## src/rtl/div_pkg.sv

```systemverilog
`default_nettype none
// ============================================================================
// Module      : div_pkg
// Description : Shared widths, divider state encodings and handshake values.
// Revision    : 1.0 - initial release
// ============================================================================
package div_pkg;

    localparam int RegBus       = 32;
    localparam int DoubleRegBus = 64;

    typedef enum logic [1:0] {
        DivFree   = 2'b00,
        DivByZero = 2'b01,
        DivOn     = 2'b10,
        DivEnd    = 2'b11
    } div_state_e;

    localparam logic DivResultReady    = 1'b1;
    localparam logic DivResultNotReady = 1'b0;
    localparam logic DivStart          = 1'b1;
    localparam logic DivStop           = 1'b0;

    // Two's-complement negate when en is set; otherwise pass through.
    function automatic logic [RegBus-1:0] negate_if(input logic [RegBus-1:0] v,
                                                    input logic              en);
        return en ? (~v + RegBus'(1)) : v;
    endfunction

endpackage
`default_nettype wire

```

## src/rtl/div_if.sv

```systemverilog
`default_nettype none
// ============================================================================
// Module      : div_if
// Description : EX-stage to divider request/response bundle.
// Revision    : 1.0 - initial release
// ============================================================================
interface div_if;
    import div_pkg::*;

    logic                    signed_div_i;
    logic [RegBus-1:0]       opdata1_i;
    logic [RegBus-1:0]       opdata2_i;
    logic                    start_i;
    logic                    annul_i;
    logic [DoubleRegBus-1:0] result_o;
    logic                    ready_o;
    logic                    stallreq_o;

    modport master (
        output signed_div_i, opdata1_i, opdata2_i, start_i, annul_i,
        input  result_o, ready_o, stallreq_o
    );

    modport slave (
        input  signed_div_i, opdata1_i, opdata2_i, start_i, annul_i,
        output result_o, ready_o, stallreq_o
    );

endinterface
`default_nettype wire

```

## src/rtl/div_step.sv

```systemverilog
`default_nettype none
// ============================================================================
// Module      : div_step
// Description : One restoring shift-subtract iteration on the working register.
// Revision    : 1.0 - initial release
// ============================================================================
module div_step
    import div_pkg::*;
(
    input  logic [2*RegBus-1:0] working_i,
    input  logic [RegBus-1:0]   divisor_i,
    output logic [2*RegBus:0]   working_o
);

    logic [RegBus:0] w_diff;

    assign w_diff = {1'b0, working_i[2*RegBus-1:RegBus]} - {1'b0, divisor_i};

    // Borrow out means the partial remainder is smaller than the divisor.
    assign working_o = w_diff[RegBus] ? {working_i, 1'b0}
                                      : {w_diff[RegBus-1:0], working_i[RegBus-1:0], 1'b1};

endmodule
`default_nettype wire

```

## src/rtl/div.sv

```systemverilog
`default_nettype none
// ============================================================================
// Module      : div
// Description : Multi-cycle 32-bit signed/unsigned restoring divider (EX stage).
// Revision    : 1.0 - initial release
// ============================================================================
module div
    import div_pkg::*;
(
    input  logic clk,
    input  logic rst,
    div_if.slave bus
);

    div_state_e              state_q, state_d;
    logic [5:0]              cnt_q, cnt_d;
    logic [2*RegBus:0]       working_q, working_d;
    logic [RegBus-1:0]       divisor_q, divisor_d;
    logic                    neg_quot_q, neg_quot_d;
    logic                    neg_rem_q, neg_rem_d;
    logic                    ready_q, ready_d;
    logic [DoubleRegBus-1:0] result_q, result_d;

    logic [2*RegBus:0]       step_next;
    logic [RegBus-1:0]       quot_raw;
    logic [RegBus-1:0]       rem_raw;

    div_step u_step (
        .working_i (working_q[2*RegBus-1:0]),
        .divisor_i (divisor_q),
        .working_o (step_next)
    );

    assign quot_raw = working_q[RegBus-1:0];
    assign rem_raw  = working_q[2*RegBus:RegBus+1];

    assign bus.result_o   = result_q;
    assign bus.ready_o    = ready_q;
    assign bus.stallreq_o = bus.start_i & ~ready_q & ~bus.annul_i;

    always_ff @(posedge clk or negedge rst) begin
        if (!rst) begin
            state_q    <= DivFree;
            cnt_q      <= '0;
            working_q  <= '0;
            divisor_q  <= '0;
            neg_quot_q <= 1'b0;
            neg_rem_q  <= 1'b0;
            ready_q    <= DivResultNotReady;
            result_q   <= '0;
        end else begin
            state_q    <= state_d;
            cnt_q      <= cnt_d;
            working_q  <= working_d;
            divisor_q  <= divisor_d;
            neg_quot_q <= neg_quot_d;
            neg_rem_q  <= neg_rem_d;
            ready_q    <= ready_d;
            result_q   <= result_d;
        end
    end

    always_comb begin
        state_d    = state_q;
        cnt_d      = cnt_q;
        working_d  = working_q;
        divisor_d  = divisor_q;
        neg_quot_d = neg_quot_q;
        neg_rem_d  = neg_rem_q;
        ready_d    = ready_q;
        result_d   = result_q;

        case (state_q)
            DivFree: begin
                ready_d  = DivResultNotReady;
                result_d = '0;
                if (bus.start_i == DivStart && !bus.annul_i) begin
                    if (bus.opdata2_i == '0) begin
                        state_d = DivByZero;
                    end else begin
                        state_d    = DivOn;
                        cnt_d      = '0;
                        divisor_d  = negate_if(bus.opdata2_i, bus.signed_div_i & bus.opdata2_i[RegBus-1]);
                        working_d  = {{RegBus{1'b0}},
                                      negate_if(bus.opdata1_i, bus.signed_div_i & bus.opdata1_i[RegBus-1]),
                                      1'b0};
                        neg_quot_d = bus.signed_div_i & (bus.opdata1_i[RegBus-1] ^ bus.opdata2_i[RegBus-1]);
                        neg_rem_d  = bus.signed_div_i & bus.opdata1_i[RegBus-1];
                    end
                end
            end
            DivByZero, DivOn: begin
                if (bus.annul_i) begin
                    state_d    = DivFree;
                    cnt_d      = '0;
                    working_d  = '0;
                    divisor_d  = '0;
                    neg_quot_d = 1'b0;
                    neg_rem_d  = 1'b0;
                    ready_d    = DivResultNotReady;
                    result_d   = '0;
                end else if (state_q == DivByZero) begin
                    working_d = '0;
                    state_d   = DivEnd;
                end else if (cnt_q != 6'd32) begin
                    working_d = step_next;
                    cnt_d     = cnt_q + 6'd1;
                end else begin
                    result_d = {negate_if(rem_raw, neg_rem_q), negate_if(quot_raw, neg_quot_q)};
                    ready_d  = DivResultReady;
                    cnt_d    = '0;
                    state_d  = DivEnd;
                end
            end
            DivEnd: begin
                // Result was latched on entry (zero for the divide-by-zero path).
                if (bus.start_i == DivStop) begin
                    state_d  = DivFree;
                    ready_d  = DivResultNotReady;
                    result_d = '0;
                end else begin
                    ready_d = DivResultReady;
                end
            end
            default: state_d = DivFree;
        endcase
    end

endmodule
`default_nettype wire

```

## src/flat_wrapper.sv

```systemverilog
// flat-port wrapper written by rule: the top's interface ports become plain ports
module div_flat import div_pkg::*;
  (clk, rst, bus_signed_div_i, bus_opdata1_i, bus_opdata2_i, bus_start_i, bus_annul_i, bus_result_o, bus_ready_o, bus_stallreq_o);
  div_if bus_i ();
  input  logic clk;
  input  logic rst;
  input wire logic [$bits(bus_i.signed_div_i)-1:0] bus_signed_div_i;
  input wire logic [$bits(bus_i.opdata1_i)-1:0] bus_opdata1_i;
  input wire logic [$bits(bus_i.opdata2_i)-1:0] bus_opdata2_i;
  input wire logic [$bits(bus_i.start_i)-1:0] bus_start_i;
  input wire logic [$bits(bus_i.annul_i)-1:0] bus_annul_i;
  output wire logic [$bits(bus_i.result_o)-1:0] bus_result_o;
  output wire logic [$bits(bus_i.ready_o)-1:0] bus_ready_o;
  output wire logic [$bits(bus_i.stallreq_o)-1:0] bus_stallreq_o;
  assign bus_i.signed_div_i = bus_signed_div_i;
  assign bus_i.opdata1_i = bus_opdata1_i;
  assign bus_i.opdata2_i = bus_opdata2_i;
  assign bus_i.start_i = bus_start_i;
  assign bus_i.annul_i = bus_annul_i;
  assign bus_result_o = bus_i.result_o;
  assign bus_ready_o = bus_i.ready_o;
  assign bus_stallreq_o = bus_i.stallreq_o;
  div u_core (.clk(clk), .rst(rst), .bus(bus_i));
endmodule
```

## config.mk

```make
export PLATFORM = sky130hd
export DESIGN_NAME = div_flat
export DESIGN_NICKNAME = d
export VERILOG_FILES = /design/src/rtl/div_pkg.sv /design/src/rtl/div_if.sv /design/src/rtl/div_step.sv /design/src/rtl/div.sv /design/src/flat_wrapper.sv
export SDC_FILE = /design/constraint.sdc
export NUM_CORES = 1
export LEC_CHECK = 0
export ABC_AREA = 1
export ABC_CLOCK_PERIOD_IN_PS = 5550
export BUFFER_PORTS_ARGS = -buffer_cell sky130_fd_sc_hd__buf_4
export CAP_MARGIN = 20
export CELL_PAD_IN_SITES_DETAIL_PLACEMENT = 0
export CELL_PAD_IN_SITES_GLOBAL_PLACEMENT = 1
export CORE_MARGIN = 5
export CORE_UTILIZATION = 35
export CTS_CLUSTER_DIAMETER = 60
export DETAILED_ROUTE_END_ITERATION = 7
export PLACE_DENSITY_LB_ADDON = 0.1
export SLEW_MARGIN = 20
export SYNTH_ARGS = -nofsm -noshare
export SYNTH_HDL_FRONTEND = slang
export SYNTH_SLANG_ARGS = --single-unit
```

## constraint.sdc

```tcl
create_clock -name clk -period 5.55 [get_ports clk]
set_input_delay 1.11 -clock clk [delete_from_list [all_inputs] [get_ports clk]]
set_output_delay 1.11 -clock clk [all_outputs]
set_load 0.02 [all_outputs]
```

==> results of run 1 <==
state kept, by name, indices dropped and copies added, names as in the netlist:
| name | cells |
|---|---|
| u_core.cnt_q | 6 |
| u_core.neg_quot_q | 1 |
| u_core.bus.ready_o | 1 |
| u_core.divisor_q | 32 |
| u_core.state_q | 2 |
| u_core.neg_rem_q | 1 |
| u_core.working_q | 65 |
| u_core.bus.result_o | 64 |
worst max path at each step:
stage	endpoint	slack (ns)	cells after the start
finish	u_core.working_q[15]	2.40	12
global route	u_core.working_q[15]	2.06	12
detailed placement	u_core.working_q[17]	1.89	12
CTS	u_core.working_q[15]	2.37	12
global placement	u_core.working_q[17]	1.97	12
floorplan	bus_stallreq_o	2.94	3
power breakdown:
group | internal (mW) | total [mW] | switching [mW]
logic | 1.46 | 5.04 | 3.58
clock network | 0.598 | 1.19 | 0.596
registers | 1.53 | 1.84 | 0.313
per-layer routing:
layer  track usage  up-vias
li1              -     6958
met1        0.3392     6372
met2        0.3468      268
met3       0.02128       45
met4       0.06053        0
met5             0        -
cell families (layout without fill, tap and decap cells):
logic type | after synthesis | after routing | synth area share
simple gates | 1279 | 1279 | 0.3990
xor+xnor | 50 | 50 | 0.03274
fa+ha+maj | 43 | 43 | 0.04079
compound gates | 225 | 225 | 0.09214
flops | 172 | 172 | 0.3218
buf+inv | 372 | 489 | 0.1136
through the flow:
step	cell area, um2	worst slack (ns)
final	15320	2.401
after global routing	15320	2.062
after CTS	15320	2.368
after detailed placement	14750	1.892
after global placement	14750	1.972
after floorplan	13380	2.940
final cells by class:
type | count | area, um2
clock inverter | 15 | 145.1
sequential | 172 | 4304
timing repair buffer | 142 | 1070
inverter | 315 | 1182
tap | 511 | 639.4
clock buffer | 17 | 425.4
multi-input combinational | 1597 | 7552
fill | 4199 | 22350
cell usage in the layout (no fill, tap or decap), types with 11 or more instances in the layout:
master and n:
o21ai_1 23, o22ai_1 16, nand3_1 225, inv_1 304, xor2_1 28, ha_1 42
dfrtp_1 172, xnor2_1 22, nand2_1 754, o21ai_0 108, nand4_1 31, buf_4 141
nor2_1 215, nor3_1 18, inv_2 11, clkbuf_16 17, a21oi_1 52
cells in the mapped netlist (18+ instances only):
cell type	n	area [um2]
a21oi_1	52	260.3
buf_2	20	100.1
clkbuf_1	18	67.56
dfrtp_1	172	4304
ha_1	42	525.5
inv_1	304	1141
nand2_1	754	2830
nand3_1	225	1126
nand4_1	31	193.9
nor2_1	215	807.0
nor3_1	18	90.09
o21ai_0	108	540.5
o21ai_1	23	115.1
xnor2_1	22	192.7
xor2_1	28	245.2
worst max-delay path, stage by stage:
cell and delay (ns):
buf_4 0.08, inv_1 0.05, ha_1 0.23, nand2_2 0.11
nor2_4 0.05, nand2_2 0.11, nor2_2 0.06, nand2_1 0.10
nand4_2 0.54, inv_2 0.72, o21ai_0 0.23, nand3_1 0.11
==> flow_summary.json, run 1 <==
{
  "cts-htree-levels": 4,
  "fin_nets": 2357,
  "critical_path_class": "in -> reg",
  "port_buffers": 134,
  "placed_cells": 2737,
  "grt_usage": 0.2258,
  "start_util": 0.3551,
  "min_to": "u_core.bus.result_o[57]",
  "ys_seq_area_frac": 0.3218,
  "total_power_mw": 8.075,
  "rows": 71,
  "area_growth_pct": 14.53,
  "cts_resized": 0,
  "hold_class": "reg -> reg",
  "fin_skew_ns": 0.01591,
  "end_kind": "register",
  "clockRootBuffer": "clkbuf_16",
  "max_freq_mhz": 317.6,
  "drt_iter0_drc": 988,
  "reg2reg_slack_ns": 2.41,
  "tightest_slew_ns": 0.8136,
  "finalCritPeriodShare": 0.5674,
  "clock_path_buffers": 2,
  "netlist_area_mm2": 0.01338,
  "synth-edff-count": 0,
  "drv_cap": 0,
  "critPathMaxFanout": 32,
  "crit_required_ns": 5.94,
  "antennaDiodeCount": 0,
  "worstRegToRegCells": 13,
  "viasPerCell": 4.927,
  "startpoint": "bus_opdata2_i[0]",
  "wirelength_met1_um": 23870,
  "leakagePower_nw": 8.353,
  "drive_above_1_share": 0.09566,
  "power.density_mw_per_mm2": 527.2,
  "die_h_um": 205.5,
  "grt_pass1_vias": 13150,
  "ios": 135,
  "synth.avg_cell_area_um2": 6.247,
  "cts_sinks": 172,
  "slew_headroom": 0.4576,
  "vdd_drop_max_mv": 0.2528,
  "worstHoldStart": "u_core.bus.result_o[57]",
  "drc": 0,
  "wl_per_cell_um": 17.01,
  "grt_max_degree": 83,
  "final_core_util": 0.4067,
  "clk_latency_ns": 0.46,
  "setup_viol": 0,
  "ys_seq_elements": 172,
  "fin_cells": 2769,
  "core_area_mm2": 0.03767,
  "routed_wl_um": 47090,
  "clk_pin_slew_worst_paths_ns": 0.07,
  "arrival_ns": 3.54,
  "ys_async_sr_fraction": 1.000,
  "highest_layer": "met4",
  "postCtsSetupBuffers": 0,
  "worst_r2r_endpoint": "u_core.working_q[55]",
  "synthCells": 2141,
  "gr-total-overflow": 0,
  "tns_ns": 0,
  "cts_buffers": 17,
  "worst_hold_slack_ns": 0.4824,
  "grt_pass1_wl_um": 74640,
  "dieWidth_um": 205.5,
  "slew_viol_final": 0,
  "hold_viol": 0,
  "dr_wl_met2_um": 20620,
  "synth_warnings": 0,
  "reg2reg_from": "u_core.divisor_q[23]",
  "fin_crit_ns": 3.149,
  "hpwl_um": 37590,
  "yosys_most_used_dff": "dfrtp_1",
  "grt_antenna_before_repair": 0,
  "dr.pass1.iters": 5,
  "drtAntennaViolNets": 0,
  "hold_depth": 2,
  "ys_types": 48,
  "cts_tree": "built",
  "num_vias": 13640,
  "gp_congestion": 0.9181,
  "status": "finished clean",
  "die-area_mm2": 0.04222,
  "post_cts_hold_buffer_count": 0,
  "rsz0062_at_grt": "no",
  "start_kind": "input pin",
  "synth_nets": 2253,
  "wl_met3_um": 1598
}
Power figures use the tool's default switching activity.
==> run 2: changes to the inputs <==
--- a/config.mk
+++ b/config.mk
@@ -6,7 +6,7 @@
 export NUM_CORES = 1
 export LEC_CHECK = 0
 export ABC_AREA = 1
-export ABC_CLOCK_PERIOD_IN_PS = 5550
+export ABC_CLOCK_PERIOD_IN_PS = 3100
 export BUFFER_PORTS_ARGS = -buffer_cell sky130_fd_sc_hd__buf_4
 export CAP_MARGIN = 20
 export CELL_PAD_IN_SITES_DETAIL_PLACEMENT = 0
==> constraint.sdc (replaced) <==
create_clock -name clk -period 3.1 [get_ports clk]
set_input_delay 0.62 -clock clk [delete_from_list [all_inputs] [get_ports clk]]
set_output_delay 0.62 -clock clk [all_outputs]
set_load 0.02 [all_outputs]
==> run 2 against run 1 <==
Die area is the same; largest cell class unchanged; flip-flop and latch count unchanged; highest routed layer unchanged; sequential share of layout area down 0.60 points.
==> flow_summary.json, run 2 (same netlist as run 1, synthesis figures left out) <==
{
  "status": "finished clean",
  "grt_antenna_before_repair": 1,
  "cts_buffers": 17,
  "drtAntennaViolNets": 0,
  "slew_viol_final": 0,
  "cts_resized": 0,
  "grt_pass1_wl_um": 74320,
  "grt_max_degree": 63,
  "ios": 135,
  "drive_above_1_share": 0.1071,
  "tns_ns": 0,
  "fin_crit_ns": 2.760,
  "rows": 71,
  "clk_latency_ns": 0.46,
  "hold_viol": 0,
  "seqCellArea_mm2": 0.004304,
  "finalCritPeriodShare": 0.8904,
  "arrival_ns": 3.10,
  "rsz0062_at_grt": "no",
  "cts-htree-levels": 4,
  "start_util": 0.3551,
  "vdd_drop_max_mv": 0.3970,
  "cts_sinks": 172,
  "fin_nets": 2387,
  "critPathMaxFanout": 23,
  "worstRegToRegCells": 16,
  "layout_common_cells": "nand2_1 (754), inv_1 (304), nand3_1 (225)",
  "core_area_mm2": 0.03767,
  "clockRootBuffer": "clkbuf_16",
  "multiInputGateArea_mm2": 0.007552,
  "fillers": 4162,
  "fin_skew_ns": 0.02683,
  "worst_hold_slack_ns": 0.1269,
  "leakagePower_nw": 8.554,
  "dieWidth_um": 205.5,
  "cts_tree": "built",
  "gr-total-overflow": 0,
  "reg2reg_from": "u_core.working_q[32]",
  "postCtsSetupBuffers": 0,
  "max_freq_mhz": 362.3,
  "post_cts_hold_buffer_count": 0,
  "start_kind": "register",
  "setup_slack_ns": 0.3397,
  "die_h_um": 205.5,
  "clk_pin_slew_worst_paths_ns": 0.08,
  "drt_iter0_drc": 946,
  "setup_viol": 0,
  "critical_path_class": "reg -> reg",
  "viasPerCell": 4.864,
  "drc": 0,
  "top_register": "u_core.working_q",
  "total_power_mw": 15.00,
  "grt_pass1_vias": 13180,
  "port_buffers": 134,
  "hpwl_um": 38160,
  "tightest_slew_ns": 0.7089,
  "num_vias": 13620,
  "startpoint": "u_core.working_q[32]",
  "final_common_cell": "nand2_1",
  "crit_required_ns": 3.44,
  "pre_cts_ws_ns": 0.3828,
  "grt_usage": 0.2262,
  "end_kind": "register",
  "hold_class": "in -> async",
  "wl_per_cell_um": 16.95,
  "clock_path_buffers": 2,
  "die-area_mm2": 0.04222,
  "dr.pass1.iters": 5,
  "drv_cap": 0,
  "postPlaceCellArea_mm2": 0.01502,
  "final_area_mm2": 0.01565,
  "slew_headroom": 0.5224,
  "gp_congestion": 0.9419,
  "power.density_mw_per_mm2": 958.7,
  "area_growth_pct": 17.02,
  "routed_wl_um": 47450,
  "largest_register_ff_count": 65
}
==> run 2: worst max-delay path, cell delays in order, from the launching register on <==
cell	delay (ns)
dfrtp_1	0.36
inv_1	0.09
ha_1	0.22
fa_1	0.36
inv_1	0.13
nand2_1	0.08
nand2_1	0.09
nand3_1	0.09
nand2_1	0.16
nand2_1	0.09
nand2_1	0.13
nand2_4	0.15
nand2_4	0.24
buf_12	0.20
nand3_1	0.11
nand2_1	0.07
nand2_1	0.05
==> run 2: layer usage <==
| layer | GRT usage | share of wire |
|---|---|---|
| met3 | 0.02380 | 0.039 |
| met5 | 0 | 0 |
| met4 | 0.05167 | 0.019 |
| met2 | 0.3499 | 0.44 |
| met1 | 0.3403 | 0.50 |
==> run 2: area by class of cell <==
| class | count | share of cell area |
|---|---|---|
| Clock buffer | 18 | 0.02742 |
| Timing Repair Buffer | 172 | 0.08594 |
| Tap cell | 511 | 0.04085 |
| Antenna cell | 1 | 0.0001599 |
| Inverter | 315 | 0.07555 |
| Sequential cell | 172 | 0.2750 |
| Clock inverter | 14 | 0.01255 |
| Multi-Input combinational cell | 1597 | 0.4825 |
==> run 2: worst paths after layout <==
path	to	slack [ns]
setup / recovery	u_core.working_q[62]	0.34
hold / removal	u_core.working_q[60]	0.13
setup reg to reg	u_core.working_q[62]	0.34
max in group asynchronous	u_core.working_q[20]	2.24
hold reg to reg	u_core.bus.result_o[59]	0.48
min in group clk	u_core.divisor_q[30]	0.47
==> run 2: power by group <==
group / switching, mW / internal [mW] / total, mW
Clock: 1.06 / 1.31 / 2.36
Combinational: 6.56 / 2.85 / 9.41
Sequential: 0.492 / 2.74 / 3.23
Total: 8.11 / 6.89 / 15.0
==> run 2: through the flow <==
step / std cells / util
after global routing: 2799 / 0.4155
after CTS: 2799 / 0.4155
final: 2800 / 0.4155
after global placement: 2767 / 0.3989
after floorplan: 2141 / -
after detailed placement: 2767 / 0.3989
==> run 3: changes to the inputs <==
--- a/config.mk
+++ b/config.mk
@@ -9,14 +9,14 @@
 export ABC_CLOCK_PERIOD_IN_PS = 3100
 export BUFFER_PORTS_ARGS = -buffer_cell sky130_fd_sc_hd__buf_4
 export CAP_MARGIN = 20
-export CELL_PAD_IN_SITES_DETAIL_PLACEMENT = 0
-export CELL_PAD_IN_SITES_GLOBAL_PLACEMENT = 1
+export CELL_PAD_IN_SITES_DETAIL_PLACEMENT = 2
+export CELL_PAD_IN_SITES_GLOBAL_PLACEMENT = 2
 export CORE_MARGIN = 5
-export CORE_UTILIZATION = 35
+export CORE_UTILIZATION = 33
 export CTS_CLUSTER_DIAMETER = 60
 export DETAILED_ROUTE_END_ITERATION = 7
+export MAX_ROUTING_LAYER = met4
 export PLACE_DENSITY_LB_ADDON = 0.1
-export SLEW_MARGIN = 20
 export SYNTH_ARGS = -nofsm -noshare
 export SYNTH_HDL_FRONTEND = slang
 export SYNTH_SLANG_ARGS = --single-unit
==> run 3 against run 2 <==
Count of clock-buffer cells in the layout grew 2; clock power is 7% lower; utilization shrank 2.5 points; cell count rose by 0.21%; first-iteration DRC count shrank 18%; critical endpoint is now u_core.bus.result_o[62]; cell area is 0.40% lower; combinational power up 5.8%; setup slack improved by 0.013 ns; hold slack gained 0.055 ns; fmax up 0.49%.
==> flow_summary.json, run 3 (same netlist as run 1, synthesis figures left out) <==
{
  "postCtsSetupBuffers": 0,
  "grt_usage": 0.2628,
  "start_util": 0.3351,
  "wl_per_cell_um": 20.45,
  "port_buffers": 134,
  "gp_congestion": 0.9355,
  "max_freq_mhz": 364.1,
  "met3_usage": 0.02593,
  "drc": 0,
  "antennaDiodeCount": 0,
  "grt_pass1_vias": 15910,
  "crit_required_ns": 3.46,
  "cts_resized": 0,
  "area_growth_pct": 16.55,
  "worst_r2r_endpoint": "u_core.bus.result_o[62]",
  "seqCellArea_mm2": 0.004304,
  "clock_path_buffers": 2,
  "multiInputGateArea_mm2": 0.007552,
  "drv_cap": 0,
  "largest_register_ff_count": 65,
  "cts_tree": "built",
  "die-area_mm2": 0.04466,
  "status": "finished clean",
  "placed_cells": 2775,
  "clockRootBuffer": "clkbuf_16",
  "reg2reg_slack_ns": 0.35,
  "dr.pass1.iters": 5,
  "slew_headroom": 0.4666,
  "routed_wl_um": 57390,
  "rsz0062_at_grt": "no",
  "viasPerCell": 5.215,
  "layout_common_cells": "nand2_1 (754), inv_1 (304), nand3_1 (225)",
  "top_register": "u_core.working_q",
  "fin_nets": 2381,
  "gr-total-overflow": 0,
  "fin_crit_ns": 2.747,
  "grt_pass1_wl_um": 89950,
  "drtAntennaViolNets": 0,
  "drive_above_1_share": 0.1048,
  "slew_viol_final": 0,
  "final_area_mm2": 0.01559,
  "core_area_mm2": 0.03991,
  "use_met2": 0.4399,
  "hpwl_um": 46370,
  "ios": 135,
  "finalCritPeriodShare": 0.8861,
  "start_kind": "register",
  "leakagePower_nw": 8.492,
  "hold_viol": 0,
  "fin_cells": 2806,
  "clk_pin_slew_worst_paths_ns": 0.07,
  "rows": 73,
  "cts-htree-levels": 4,
  "vdd_drop_max_mv": 0.3899,
  "clk_latency_ns": 0.45,
  "arrival_ns": 3.11,
  "grt_antenna_before_repair": 0,
  "num_vias": 14630,
  "hold_class": "in -> async",
  "critPathMaxFanout": 37,
  "fin_skew_ns": 0.01629,
  "setup_viol": 0,
  "die_h_um": 211.3,
  "tightest_slew_ns": 0.7918,
  "gr-max-usage-layer": "met2",
  "postPlaceCellArea_mm2": 0.01501,
  "met1_usage": 0.3479,
  "startpoint": "u_core.state_q[0]",
  "power.density_mw_per_mm2": 990.6,
  "dieWidth_um": 211.3,
  "fillers": 4960,
  "final_core_util": 0.3906,
  "total_power_mw": 15.44,
  "critical_path_class": "reg -> reg",
  "end_kind": "register",
  "final_common_cell": "nand2_1",
  "reg2reg_from": "u_core.state_q[0]",
  "grt_max_degree": 78,
  "cts_buffers": 17,
  "tns_ns": 0,
  "drt_iter0_drc": 780,
  "post_cts_hold_buffer_count": 0,
  "cts_sinks": 172,
  "worstRegToRegCells": 13
}
-- run 3: cell types whose count changed in the layout (fill, tap and decap cells not counted), sizes merged --
cell and change:
clkinv +2, diode -1, inv -6, clkbuf +3
clkinvlp +3, buf -7, bufinv -2
-- run 3: power by group --
group          internal [mW]  switching (mW)  total [mW]  leakage [nW]
registers               2.74           0.556        3.29          2.33
clock network           1.18            1.01        2.19         0.277
logic                   2.81            7.14        9.96          5.88
total                   6.73            8.71        15.4          8.49
-- run 3: how the worst max path moves through the flow --
stage	endpoint	slack, ns	cells after the start
CTS	u_core.working_q[0]	0.16	10
global route	u_core.bus.result_o[5]	0.11	13
detailed placement	u_core.working_q[0]	0.18	10
finish	u_core.bus.result_o[62]	0.35	13
global placement	u_core.working_q[0]	0.25	10
floorplan	u_core.working_q[48]	1.0	16
-- run 3: stage by stage --
| stage | hold slack [ns] | worst slack, ns |
|---|---|---|
| 6_report | 0.1824 | 0.3532 |
| 5_1_grt | 0.2385 | 0.1132 |
| 4_1_cts | 0.2309 | 0.1585 |
| 3_5_place_dp | 0.4767 | 0.1754 |
| 3_3_place_gp | 0.4669 | 0.2456 |
| 2_1_floorplan | 0.3244 | 0.9990 |
-- run 3: cell type report --
class                      count  share of cell area
multi-input combinational   1597              0.4845
timing repair buffer         166             0.08436
clock buffer                  20             0.02994
inverter                     315             0.07601
tap                          525             0.04214
sequential                   172              0.2761
clock inverter                11            0.006983
-- run 3: critical path, stage by stage (launching register included) --
cell,delay [ns]
dfrtp_1,0.41
inv_1,0.06
ha_1,0.40
inv_2,0.17
nor2_8,0.26
inv_2,0.14
nor2_1,0.13
inv_1,0.07
nand2_1,0.11
nor2_2,0.08
inv_2,0.36
buf_12,0.27
nand2_1,0.08
o21ai_1,0.09
-- run 3: metal layers --
layer | routed length (um) | vias up
met2 | 27520 | 272
met3 | 1655 | 58
met1 | 26970 | 7305
met4 | 1235 | 0
li1 | - | 6998
met5 | 0 | -
